### config.mk
export PLATFORM = sky130hd
export DESIGN_NAME = network_led_ctrl
export DESIGN_NICKNAME = d
export VERILOG_FILES = /design/src/rtl/network_led_pkg.sv /design/src/rtl/network_led_ctrl_if.sv /design/src/rtl/network_led_act_fsm.sv /design/src/rtl/network_led_ctrl.sv
export SDC_FILE = /design/constraint.sdc
export NUM_CORES = 1
export LEC_CHECK = 0
export CAP_MARGIN = 0
export CORE_ASPECT_RATIO = 0.5
export CORE_UTILIZATION = 35
export DETAILED_ROUTE_END_ITERATION = 7
export GPL_ROUTABILITY_DRIVEN = 0
export HOLD_SLACK_MARGIN = 0.08
export PLACE_DENSITY = 0.56
export SLEW_MARGIN = 10
export SYNTH_ARGS = -nofsm -noshare
export SYNTH_HDL_FRONTEND = slang
export SYNTH_SLANG_ARGS = --single-unit
### constraint.sdc
create_clock -name CLOCK_50 -period 2.9 [get_ports CLOCK_50]
set_input_delay 0.29 -clock CLOCK_50 [delete_from_list [all_inputs] [get_ports CLOCK_50]]
set_output_delay 0.29 -clock CLOCK_50 [all_outputs]
set_load 0.03 [all_outputs]
### src/rtl/network_led_pkg.sv
// rtl/network_led_pkg.sv - shared LED mode/state types and prescaler helper for network_led_ctrl
package network_led_pkg;

  typedef enum logic [1:0] {
    LED_OFF   = 2'b00,
    LED_ON    = 2'b01,
    LED_BLINK = 2'b10,
    LED_ACT   = 2'b11
  } led_mode_t;

  typedef enum logic [1:0] {
    IDLE  = 2'b00,
    FLASH = 2'b01,
    HOLD  = 2'b10
  } act_state_t;

  function automatic int calc_tick_div(input int clk_hz, input int tick_hz);
    return clk_hz / tick_hz;
  endfunction

endpackage

### src/rtl/network_led_ctrl_if.sv
// rtl/network_led_ctrl_if.sv - per-channel link between the shared timebase and one activity FSM
interface network_led_ctrl_if;
  logic tick;
  logic enable;
  logic act;
  logic lit;

  modport master (output tick, output enable, output act, input lit);
  modport slave  (input tick, input enable, input act, output lit);
endinterface

### src/rtl/network_led_act_fsm.sv
// rtl/network_led_act_fsm.sv - port-activity flicker FSM for one LED channel (IDLE lit, FLASH dark, HOLD lit)
module network_led_act_fsm
  import network_led_pkg::*;
#(
  parameter int STRETCH_TICKS = 50
) (
  input logic              clk_i,
  input logic              rst_i,
  network_led_ctrl_if.slave ch
);

  localparam int CW = $clog2(STRETCH_TICKS + 1);
  localparam logic [CW-1:0] RELOAD = CW'(STRETCH_TICKS);
  localparam logic [CW-1:0] LAST   = CW'(1);

  act_state_t    state_q, state_d;
  logic [CW-1:0] cnt_q, cnt_d;
  logic          pend_q, pend_d;

  always_ff @(posedge clk_i) begin
    if (rst_i) begin
      state_q <= IDLE;
      cnt_q   <= '0;
      pend_q  <= 1'b0;
    end else begin
      state_q <= state_d;
      cnt_q   <= cnt_d;
      pend_q  <= pend_d;
    end
  end

  always_comb begin
    state_d = state_q;
    cnt_d   = cnt_q;
    pend_d  = pend_q;
    if (!ch.enable) begin
      state_d = IDLE;
      cnt_d   = '0;
      pend_d  = 1'b0;
    end else begin
      unique case (state_q)
        IDLE: begin
          if (ch.act) begin
            state_d = FLASH;
            cnt_d   = RELOAD;
          end
        end
        FLASH: begin
          if (ch.act) pend_d = 1'b1;
          if (ch.tick) begin
            if (cnt_q == LAST) begin
              state_d = HOLD;
              cnt_d   = RELOAD;
            end else begin
              cnt_d = cnt_q - LAST;
            end
          end
        end
        HOLD: begin
          if (ch.tick && cnt_q == LAST) begin
            // an event landing on the exit tick still earns another flash
            state_d = (pend_q || ch.act) ? FLASH : IDLE;
            cnt_d   = RELOAD;
            pend_d  = 1'b0;
          end else begin
            if (ch.act) pend_d = 1'b1;
            if (ch.tick) cnt_d = cnt_q - LAST;
          end
        end
        default: begin
          state_d = IDLE;
          cnt_d   = '0;
          pend_d  = 1'b0;
        end
      endcase
    end
  end

  assign ch.lit = (state_q != FLASH);

endmodule

### src/rtl/network_led_ctrl.sv
// rtl/network_led_ctrl.sv - multi-channel LED controller: shared prescaler/blink phase, per-channel mode mux.
// Optional brightness PWM gate enabled by NETWORK_LED_DIM_EN.
module network_led_ctrl
  import network_led_pkg::*;
#(
  parameter int NUM_CH        = 8,
  parameter int CLK_HZ        = 50000000,
  parameter int TICK_HZ       = 1000,
  parameter int BLINK_TICKS   = 250,
  parameter int STRETCH_TICKS = 50
) (
  input  logic                CLOCK_50,
  input  logic                RESET,
  input  logic [2*NUM_CH-1:0] mode_i,
  input  logic [NUM_CH-1:0]   act_i,
`ifdef NETWORK_LED_DIM_EN
  input  logic [3:0]          bright_i,
`endif
  output logic [NUM_CH-1:0]   LEDG,
  output logic                tick_o
);

  localparam int TICK_DIV = calc_tick_div(CLK_HZ, TICK_HZ);
  localparam int PW       = $clog2(TICK_DIV);
  localparam int BW       = (BLINK_TICKS > 1) ? $clog2(BLINK_TICKS) : 1;

  logic [PW-1:0]     presc_q, presc_d;
  logic              tick_q, tick_d;
  logic [BW-1:0]     blink_q, blink_d;
  logic              phase_q, phase_d;
  logic [NUM_CH-1:0] ledg_q, ledg_d;
  logic [NUM_CH-1:0] lit_w;

  always_comb begin
    presc_d = (presc_q == PW'(TICK_DIV - 1)) ? '0 : presc_q + PW'(1);
    tick_d  = (presc_q == PW'(TICK_DIV - 1));
    blink_d = blink_q;
    phase_d = phase_q;
    if (tick_q) begin
      if (blink_q == BW'(BLINK_TICKS - 1)) begin
        blink_d = '0;
        phase_d = ~phase_q;
      end else begin
        blink_d = blink_q + BW'(1);
      end
    end
  end

  for (genvar g = 0; g < NUM_CH; g++) begin : g_ch
    network_led_ctrl_if ch_if ();

    assign ch_if.tick   = tick_q;
    assign ch_if.enable = (led_mode_t'(mode_i[2*g +: 2]) == LED_ACT);
    assign ch_if.act    = act_i[g];
    assign lit_w[g]     = ch_if.lit;

    network_led_act_fsm #(
      .STRETCH_TICKS(STRETCH_TICKS)
    ) u_fsm (
      .clk_i(CLOCK_50),
      .rst_i(RESET),
      .ch   (ch_if.slave)
    );
  end

`ifdef NETWORK_LED_DIM_EN
  logic [3:0] pwm_q;
  logic       pwm_on;

  always_ff @(posedge CLOCK_50) begin
    if (RESET) pwm_q <= '0;
    else       pwm_q <= pwm_q + 4'd1;
  end

  assign pwm_on = (pwm_q <= bright_i);
`else
  logic pwm_on;
  assign pwm_on = 1'b1;
`endif

  always_comb begin
    ledg_d = '0;
    for (int i = 0; i < NUM_CH; i++) begin
      unique case (led_mode_t'(mode_i[2*i +: 2]))
        LED_OFF:   ledg_d[i] = 1'b0;
        LED_ON:    ledg_d[i] = pwm_on;
        LED_BLINK: ledg_d[i] = phase_q & pwm_on;
        LED_ACT:   ledg_d[i] = lit_w[i] & pwm_on;
        default:   ledg_d[i] = 1'b0;
      endcase
    end
  end

  always_ff @(posedge CLOCK_50) begin
    if (RESET) begin
      presc_q <= '0;
      tick_q  <= 1'b0;
      blink_q <= '0;
      phase_q <= 1'b0;
      ledg_q  <= '0;
    end else begin
      presc_q <= presc_d;
      tick_q  <= tick_d;
      blink_q <= blink_d;
      phase_q <= phase_d;
      ledg_q  <= ledg_d;
    end
  end

  assign LEDG   = ledg_q;
  assign tick_o = tick_q;

endmodule

# Yosys cells after proc, flatten, opt, wreduce, memory -nomap -nowiden
# Index checks and enable logic that the tools add are counted.
op_classes:
  addsub: 10
  eq_ne: 98
  mux: 129
  bitwise_logic: 9
  reduce_logical: 58
ops:
  columns: ["op", "n"]
  rows:
  - ["$mux W6", 40]
  - ["$pmux W6 S3", 8]
  - ["$mux W2", 32]
  - ["$eq A2 B2 Y1 const B", 24]
  - ["$eq A6 B1 Y1 const B", 8]
  - ["$ne A2 B1 Y1 const B", 24]
  - ["$pmux W2 S3", 8]
  - ["$sub A6 B1 Y6 const B", 8]
  - ["$eq A2 B1 Y1 const B", 16]
  - ["$logic_not A2 Y1", 16]
  - ["$ne A2 B2 Y1 const B", 16]
  - ["$pmux W1 S4", 8]
  - ["$reduce_and A4 Y1", 8]
  - ["$mux W1", 24]
  - ["$ne A3 B2 Y1 const B", 8]
  - ["$pmux W1 S3", 8]
  - ["$reduce_and A3 Y1", 8]
  - ["$reduce_or A2 Y1", 9]
  - ["$add A16 B1 Y16 const B", 1]
  - ["$eq A16 B16 Y1 const B", 1]
  - ["$not A1 Y1", 9]
  - ["$add A8 B1 Y8 const B", 1]
  - ["$eq A8 B8 Y1 const B", 1]
  - ["$logic_and A1 B1 Y1", 8]
  - ["other kinds (3)", 10]
word_totals:
  register_bits: 106
  out_inout_bits: 9
  wordCells: 333

# Longest topological paths before layout
# Gate-level depths: netlist of run 1.
logic_depth:
  depth_word: 4
  mapped_depth: 7
  mapped_depth_nobuf: 6

# By module
# Synthesis of run 1 repeated with hierarchy kept, for this count alone.
hier_totals:
  cells_unflattened: 793
  hier_area_um2: 6729.0
modules_own_cells:
  columns: ["mod", "n_inst", "cells_per_inst", "area_each_um2"]
  rows:
  - ["network_led_act_fsm", 8, 77, 650.6]
  - ["network_led_ctrl", 1, 177, 1524.0]

# Worst setup path before layout of run 1
# Ideal clock, no wire load.
synth_timing:
  path_type: "register -> register"
  startpoint: "register tick_q, in the netlist tick_o"
  endpoint: "register g_ch[1].u_fsm.cnt_q[0]"
  setup_ns: 0.129
  t_arrival_ns: 1.710
  setup_slack_ns: 1.061
  path_stages_with_launch: 7
  path_buffers: 3
  cell_sequence: "dfxtp_1 clkbuf_1 buf_2 clkbuf_1 a311oi_1 o31ai_1 nor2_1"
synth_between:
  elab_chain_cells: 3
synth_rtl:
  columns: ["element", "line", "source"]
  rows:
  - ["start, declared", "network_led_ctrl.sv:28", "logic tick_q, tick_d;"]
  - ["start signal, assigned", "network_led_ctrl.sv:103", "tick_q <= tick_d;"]
  - ["$logic_and A1 B1 Y1", "network_led_act_fsm.sv:60", "if (ch.tick && cnt_q == LAST) begin"]
  - ["$ne A3 B2 Y1 (no source line) / $mux W6 (equally long branches)", null, null]
  - ["$reduce_and A3 Y1 (no source line) / $pmux W6 S3 (equally long branches)", null, null]
  - ["end signal, assigned", "network_led_act_fsm.sv:27", "cnt_q <= cnt_d;"]
  - ["end, declared", "network_led_act_fsm.sv:17", "logic [CW-1:0] cnt_q, cnt_d;"]
# Several ways; a longest one is shown, not always the timed one.
# A chain may end at the register's enable or synchronous reset.

# Final worst setup path of run 1
layout_timing:
  startpoint: "register tick_q, in the netlist tick_o"
  endpoint: "output tick_o"
layout_rtl:
  columns: ["element", "line", "source"]
  rows:
  - ["end, declared", "network_led_ctrl.sv:20", "output logic tick_o"]
# No word-level cell between the ends.

==> metrics, run 1 <==
final count of negative-setup-slack endpoints 0; post-layout min period ~2.2 ns; CP required about 2.6 ns; Syn Nets slightly below 900; Synth top cells by count nor2_1 (114), dfxtp_1 (106), inv_1 (64); worst slew pin tran roughly 0.82 ns; reg-to-reg endpoint g_ch[2].u_fsm.cnt_q[2]; DR top layer met4; Resized Gates After CTS 0; Cell variety after synth between 40 and 50; CTS Buf Count 9; fin util about two fifths; PD cells 412 mW/mm^2; Mapped Cells about 810; WL met2 about 6.3 mm; crit-path cells buf_12 > clkdlybuf4s50_1; Critical Path Max Stage Delay approximately 0.7 ns; r2r startpoint g_ch[2].u_fsm.state_q[1]; worst skew pair latency around 0.35 ns; share of cells above drive strength 1 roughly 4.5%; Die Y ~98 microns; std cell rows 34; WHS Path Cells 1; largest net degree at the start of global routing 32; Final #Nets between 900 and 1k; worst r2r path cells 6; RSZ-0062 raised after global routing no; Synth-to-Final Area Change 13.4%; Synth Flop Type dfxtp_1; Worst Clk Skew just under 0.008 ns; Slew headroom 44.8%; vias after detailed routing ~5.6k; Max IR drop VDD between 0.2 and 0.3 mV; drt first pass iters 7; TritonCTS clock tree done; top post-synthesis cells by area dfxtp_1 (33%), ha_1 (9.8%), nor2_1 (6.6%), xnor2_1 (4.6%), a21oi_1 (4.2%); drt total wl about 14 mm; IO Pins 35; CTS max path bufs 2; hold endpoint presc_q[0]; Reg clk slew, reported paths approximately 0.07 ns; postcts setup bufs 0; number of vias per cell between 5 and 6; core box area about 0.018 sq mm; All-Layer GR Usage between 10% and 20%; met1 WL ~7.4 mm; kind of critical path flip-flop to primary output; CP max stage cell clkdlybuf4s50_1; Initial Utilization roughly 37%; Port-buffer cells 34; die area 0.0192 sq mm; DP HPWL just over 10 mm; ANT nets after route 0; antenna cells 0; routed length per instance between 10 and 15 microns; fin. max-slew vios 0; Post-Layout Cell Count approximately 1.1k; final worst-path cycle share 75.7%; Critical Path AT 1.91 ns; Post-synth EDFFs 0; hold buffers post-CTS 0; Initial DRC Count about 350; Post-synth ARST share 0%; DRC 0; Leak 2.77 nW; met3 routed WL approximately 320 microns; htree depth 3; Synth area leader dfxtp_1; syn avg cell area approximately 8.1 sq um; flop2flop setup slack 0.83 ns; #FFs+latches synth 106; die width about 190 microns; crit start category flip-flop; post-synthesis sequential area ratio between 30% and 40%; final hold vios 0; clock root cell clkbuf_16; Synth top area share 32.6%; max cap viols 0; crit-path max FO 31; first-pass GRT wire length around 24 mm; placed cell count about 1.1k; Yosys warning count 0; Hold Crit Class flip-flop to flip-flop; initial antenna violation count 0; CTS Sinks 106; outcome complete, no violations; total gr overflow 0; dpl ws between 0.5 and 0.6 ns; Worst setup EP type primary output; setup ws final 0.704 ns; Fmax about 0.46 GHz; top-count cell post-synth nor2_1; Setup TNS 0 ns; Netlist Area Pre-Place 0.00650 sq mm; vias in the first global route roughly 5.2k; HP Start presc_q[0]
power breakdown:
part | internal [mW] | switching [mW]
Sequential | 1.49 | 0.0303
Clock | 0.572 | 0.542
Combinational | 0.183 | 0.223
stage by stage:
step	cell area (sq um)	hold slack [ns]	total power, mW
global route	7380	0.523	3.20
finish	7380	0.475	3.04
CTS	7380	0.476	3.09
detailed placement	7120	0.459	1.95
global placement	7120	0.446	1.95
floorplan	6500	0.429	1.83
final cells by class:
type / count / area (sq um)
timing repair buffer: 39 / 390
sequential: 106 / 2120
tap: 234 / 293
clock buffer: 9 / 225
clock inverter: 6 / 35.0
inverter: 64 / 240
fill: 1800 / 10400
multi-input combinational: 623 / 4070
layout by cell type, fill, tap and decap left out, drive strengths merged, types with 6 or more instances in the layout:
cell             n
a2111o           9
a211oi          30
a21boi           8
a21oi           54
a311oi           6
and3            10
clkbuf           9
clkdlybuf4s50   34
dfxtp          106
ha              51
inv             64
mux2i           12
nand2           55
nand2b          22
nand3           18
nand4            6
nand4b           6
nor2           114
nor2b            8
nor3            22
nor3b            8
o211ai          14
o21ai           33
o22ai           10
o31ai           13
or2             11
or4              9
xnor2           34
xor2            20
logic make-up after synthesis:
group	count (synthesis)	synth area share, %
simple gates	306	23.2
compound gates	200	20.5
flops	106	32.6
buf+inv	79	4.77
xor+xnor	54	7.27
fa+ha+maj	51	9.81
mux	12	1.85
layer usage:
metal,track usage [%],up-vias
li1,-,2930
met1,20.6,2618
met2,24.8,55
met3,2.87,9
met4,3.76,0
met5,0,-
flip-flops by register name (all words and copies together), names as in the netlist:
name	cells
blink_q	8
g_ch.u_fsm.state_q	16
presc_q	16
tick_o	1
g_ch.u_fsm.pend_q	8
LEDG	8
g_ch.u_fsm.cnt_q	48
phase_q	1
how the worst max path moves through the flow:
stage | start | to | slack (ns) | depth (start not counted)
after global routing | g_ch[5].u_fsm.state_q[1] | g_ch[5].u_fsm.cnt_q[3] | 0.62 | 6
after detailed placement | RESET | g_ch[7].u_fsm.cnt_q[5] | 0.52 | 4
after floorplan | tick_o | g_ch[1].u_fsm.cnt_q[0] | 1.06 | 6
after CTS | tick_o | tick_o | 0.71 | 2
final | tick_o | tick_o | 0.70 | 2
after global placement | RESET | g_ch[1].u_fsm.cnt_q[5] | 0.54 | 4
critical path, delay by kind of cell (launching register included):
kind	cells	cell delay [ns]
buffers and inverters	2	0.95
flip-flops	1	0.61
Power figures use the tool's default switching activity.
==> run 2, diff against run 1 <==
==> constraint.sdc (replaced) <==
create_clock -name CLOCK_50 -period 2.1 [get_ports CLOCK_50]
set_input_delay 0.21 -clock CLOCK_50 [delete_from_list [all_inputs] [get_ports CLOCK_50]]
set_output_delay 0.21 -clock CLOCK_50 [all_outputs]
set_load 0.03 [all_outputs]
==> metrics, run 2 (same netlist as run 1, synthesis figures left out) <==
outcome complete, no violations; fin util 43.1% (+1.6 points); All-Layer GR Usage 15.9% (+0.76 points); Max IR drop VDD 0.339 mV (+36%); largest net degree at the start of global routing 42 (+31%); max cap viols 0 (unchanged); placed cell count 1096 (+2.8%); TritonCTS clock tree done; worst skew pair latency 0.35 ns (about the same); routed length per instance 13.2 microns (+1.3%); Fmax around 0.52 GHz; post-layout min period around 1.9 ns; dpl ws 0.0996 ns (-0.416 ns); final worst-path cycle share between 90% and 100%; worst r2r path cells 6 (unchanged); number of vias per cell 5.19 (-0.12%); Final #Nets 950 (+3.3%); total gr overflow 0 (unchanged); DRC 0 (unchanged); kind of critical path flip-flop to flip-flop; number of flip-flops in the largest register 48 (unchanged); first-pass GRT wire length 25.5 mm (+5.6%); vias after detailed routing 5766 (+2.7%); core box area 0.0178 sq mm (unchanged); r2r startpoint g_ch[3].u_fsm.state_q[1]; Crit. Startpoint g_ch[3].u_fsm.state_q[1]; DP HPWL 10.9 mm (+5.4%); Resized Gates After CTS 0 (unchanged); Setup TNS 0 ns (unchanged); PD cells 584 mW/mm^2 (+42%); Initial DRC Count 323 (-7.2%); Worst setup EP type flip-flop; CTS max path bufs 2 (unchanged); std cell rows 34 (unchanged); drt first pass iters 4 (-3); Hold Crit Class flip-flop to flip-flop; clock root cell clkbuf_16; fin. max-slew vios 0 (unchanged); htree depth 3 (unchanged); postcts setup bufs 0 (unchanged); Die Y 98.4 microns (unchanged); critical path endpoint g_ch[3].u_fsm.cnt_q[5]; reg-to-reg endpoint g_ch[3].u_fsm.cnt_q[5]; Reg clk slew, reported paths 0.08 ns (about the same); Critical Path AT 2.18 ns (+0.27 ns); CTS Buf Count 9 (unchanged); crit-path max FO 7 (-77%); Leak 2.94 nW (+6.0%); most frequent cells in the layout nor2_1 (114), dfxtp_1 (105), inv_1 (64), nand2_1 (55), a21oi_1 (54); setup ws final 0.187 ns (-0.517 ns); ANT nets after route 0 (unchanged); Largest regs g_ch.u_fsm.cnt_q x48, g_ch.u_fsm.state_q x16, presc_q x16; RSZ-0062 raised after global routing no; Synth-to-Final Area Change 17.9%; worst slew pin tran 0.550 ns (-0.272 ns); crit start category flip-flop; hold buffers post-CTS 0 (unchanged); final count of negative-setup-slack endpoints 0 (unchanged); flop2flop setup slack 0.19 ns (-0.64 ns); Post-Layout Cell Count 1112 (+2.9%); antenna cells 0 (unchanged); final hold vios 0 (unchanged); share of cells above drive strength 1 7.86% (+3.4 points); die area 0.0192 sq mm (unchanged); IO Pins 35 (unchanged); vias in the first global route 5427 (+4.0%); Worst Clk Skew 0.00974 ns (+0.00202 ns); CTS Sinks 106 (unchanged); Top reg by flops g_ch.u_fsm.cnt_q; Initial Utilization 36.6% (unchanged); drt total wl 14.7 mm (+4.2%); Slew headroom 63.3% (+18 points); CP required 2.37 ns (-0.24 ns); Port-buffer cells 34 (unchanged); commonest non-fill, non-tap cell in the layout nor2_1; die width 195 microns (unchanged); initial antenna violation count 0 (unchanged)
run 2: cell count changes in the layout (fill, tap and decap cells not counted):
cell,change
buf_12,+1
buf_4,+29
bufinv_16,+1
clkbuf_8,+1
clkinv_2,-4
clkinv_4,+1
clkinvlp_4,-1
inv_6,+3
run 2: area by class of cell:
| type | instances | area (sq um) |
|---|---|---|
| fill | 1780 | 10100 |
| multi-input combinational | 623 | 4070 |
| sequential | 106 | 2120 |
| timing repair buffer | 69 | 628 |
| tap | 234 | 293 |
| inverter | 64 | 240 |
| clock buffer | 10 | 239 |
| clock inverter | 6 | 72.6 |
run 2: routing by layer:
layer	wire length (microns)	part of all wire (%)	track usage, %
met3	459	3.1	3.14
met5	0	0	0
met4	134	0.91	3.45
met1	7410	50	20.8
met2	6710	46	27.3
run 2: per-stage QoR:
step	cell area, sq um	hold WS [ns]	total power, mW
final	7670	0.478	4.48
after global routing	7670	0.520	4.71
after CTS	7670	0.475	4.56
after detailed placement	7360	0.458	2.75
after global placement	7360	0.449	2.74
after floorplan	6500	0.349	2.53
run 2: how the worst min path moves through the flow:
| stage | startpoint | to | slack [ns] | cells after the start |
|---|---|---|---|---|
| 3_5_place_dp | presc_q[0] | presc_q[0] | 0.46 | 1 |
| 6_report | presc_q[0] | presc_q[0] | 0.48 | 1 |
| 4_1_cts | presc_q[0] | presc_q[0] | 0.47 | 1 |
| 2_1_floorplan | mode_i[0] | LEDG[0] | 0.35 | 2 |
| 3_3_place_gp | presc_q[0] | presc_q[0] | 0.45 | 1 |
| 5_1_grt | g_ch[1].u_fsm.cnt_q[1] | g_ch[1].u_fsm.cnt_q[1] | 0.52 | 2 |
run 2: critical path, stage by stage, from the launching register on:
cell	delay [ns]
dfxtp_1	0.38
inv_1	0.08
ha_1	0.27
o21bai_1	0.20
nand2_1	0.20
or4_1	0.53
o22ai_1	0.18
run 2: power breakdown:
part	leakage [nW]	internal [mW]	total, mW	switching (mW)
logic	1.93	0.289	0.608	0.319
clock network	0.150	0.974	1.77	0.800
registers	0.861	2.05	2.10	0.0416
total	2.94	3.32	4.48	1.16
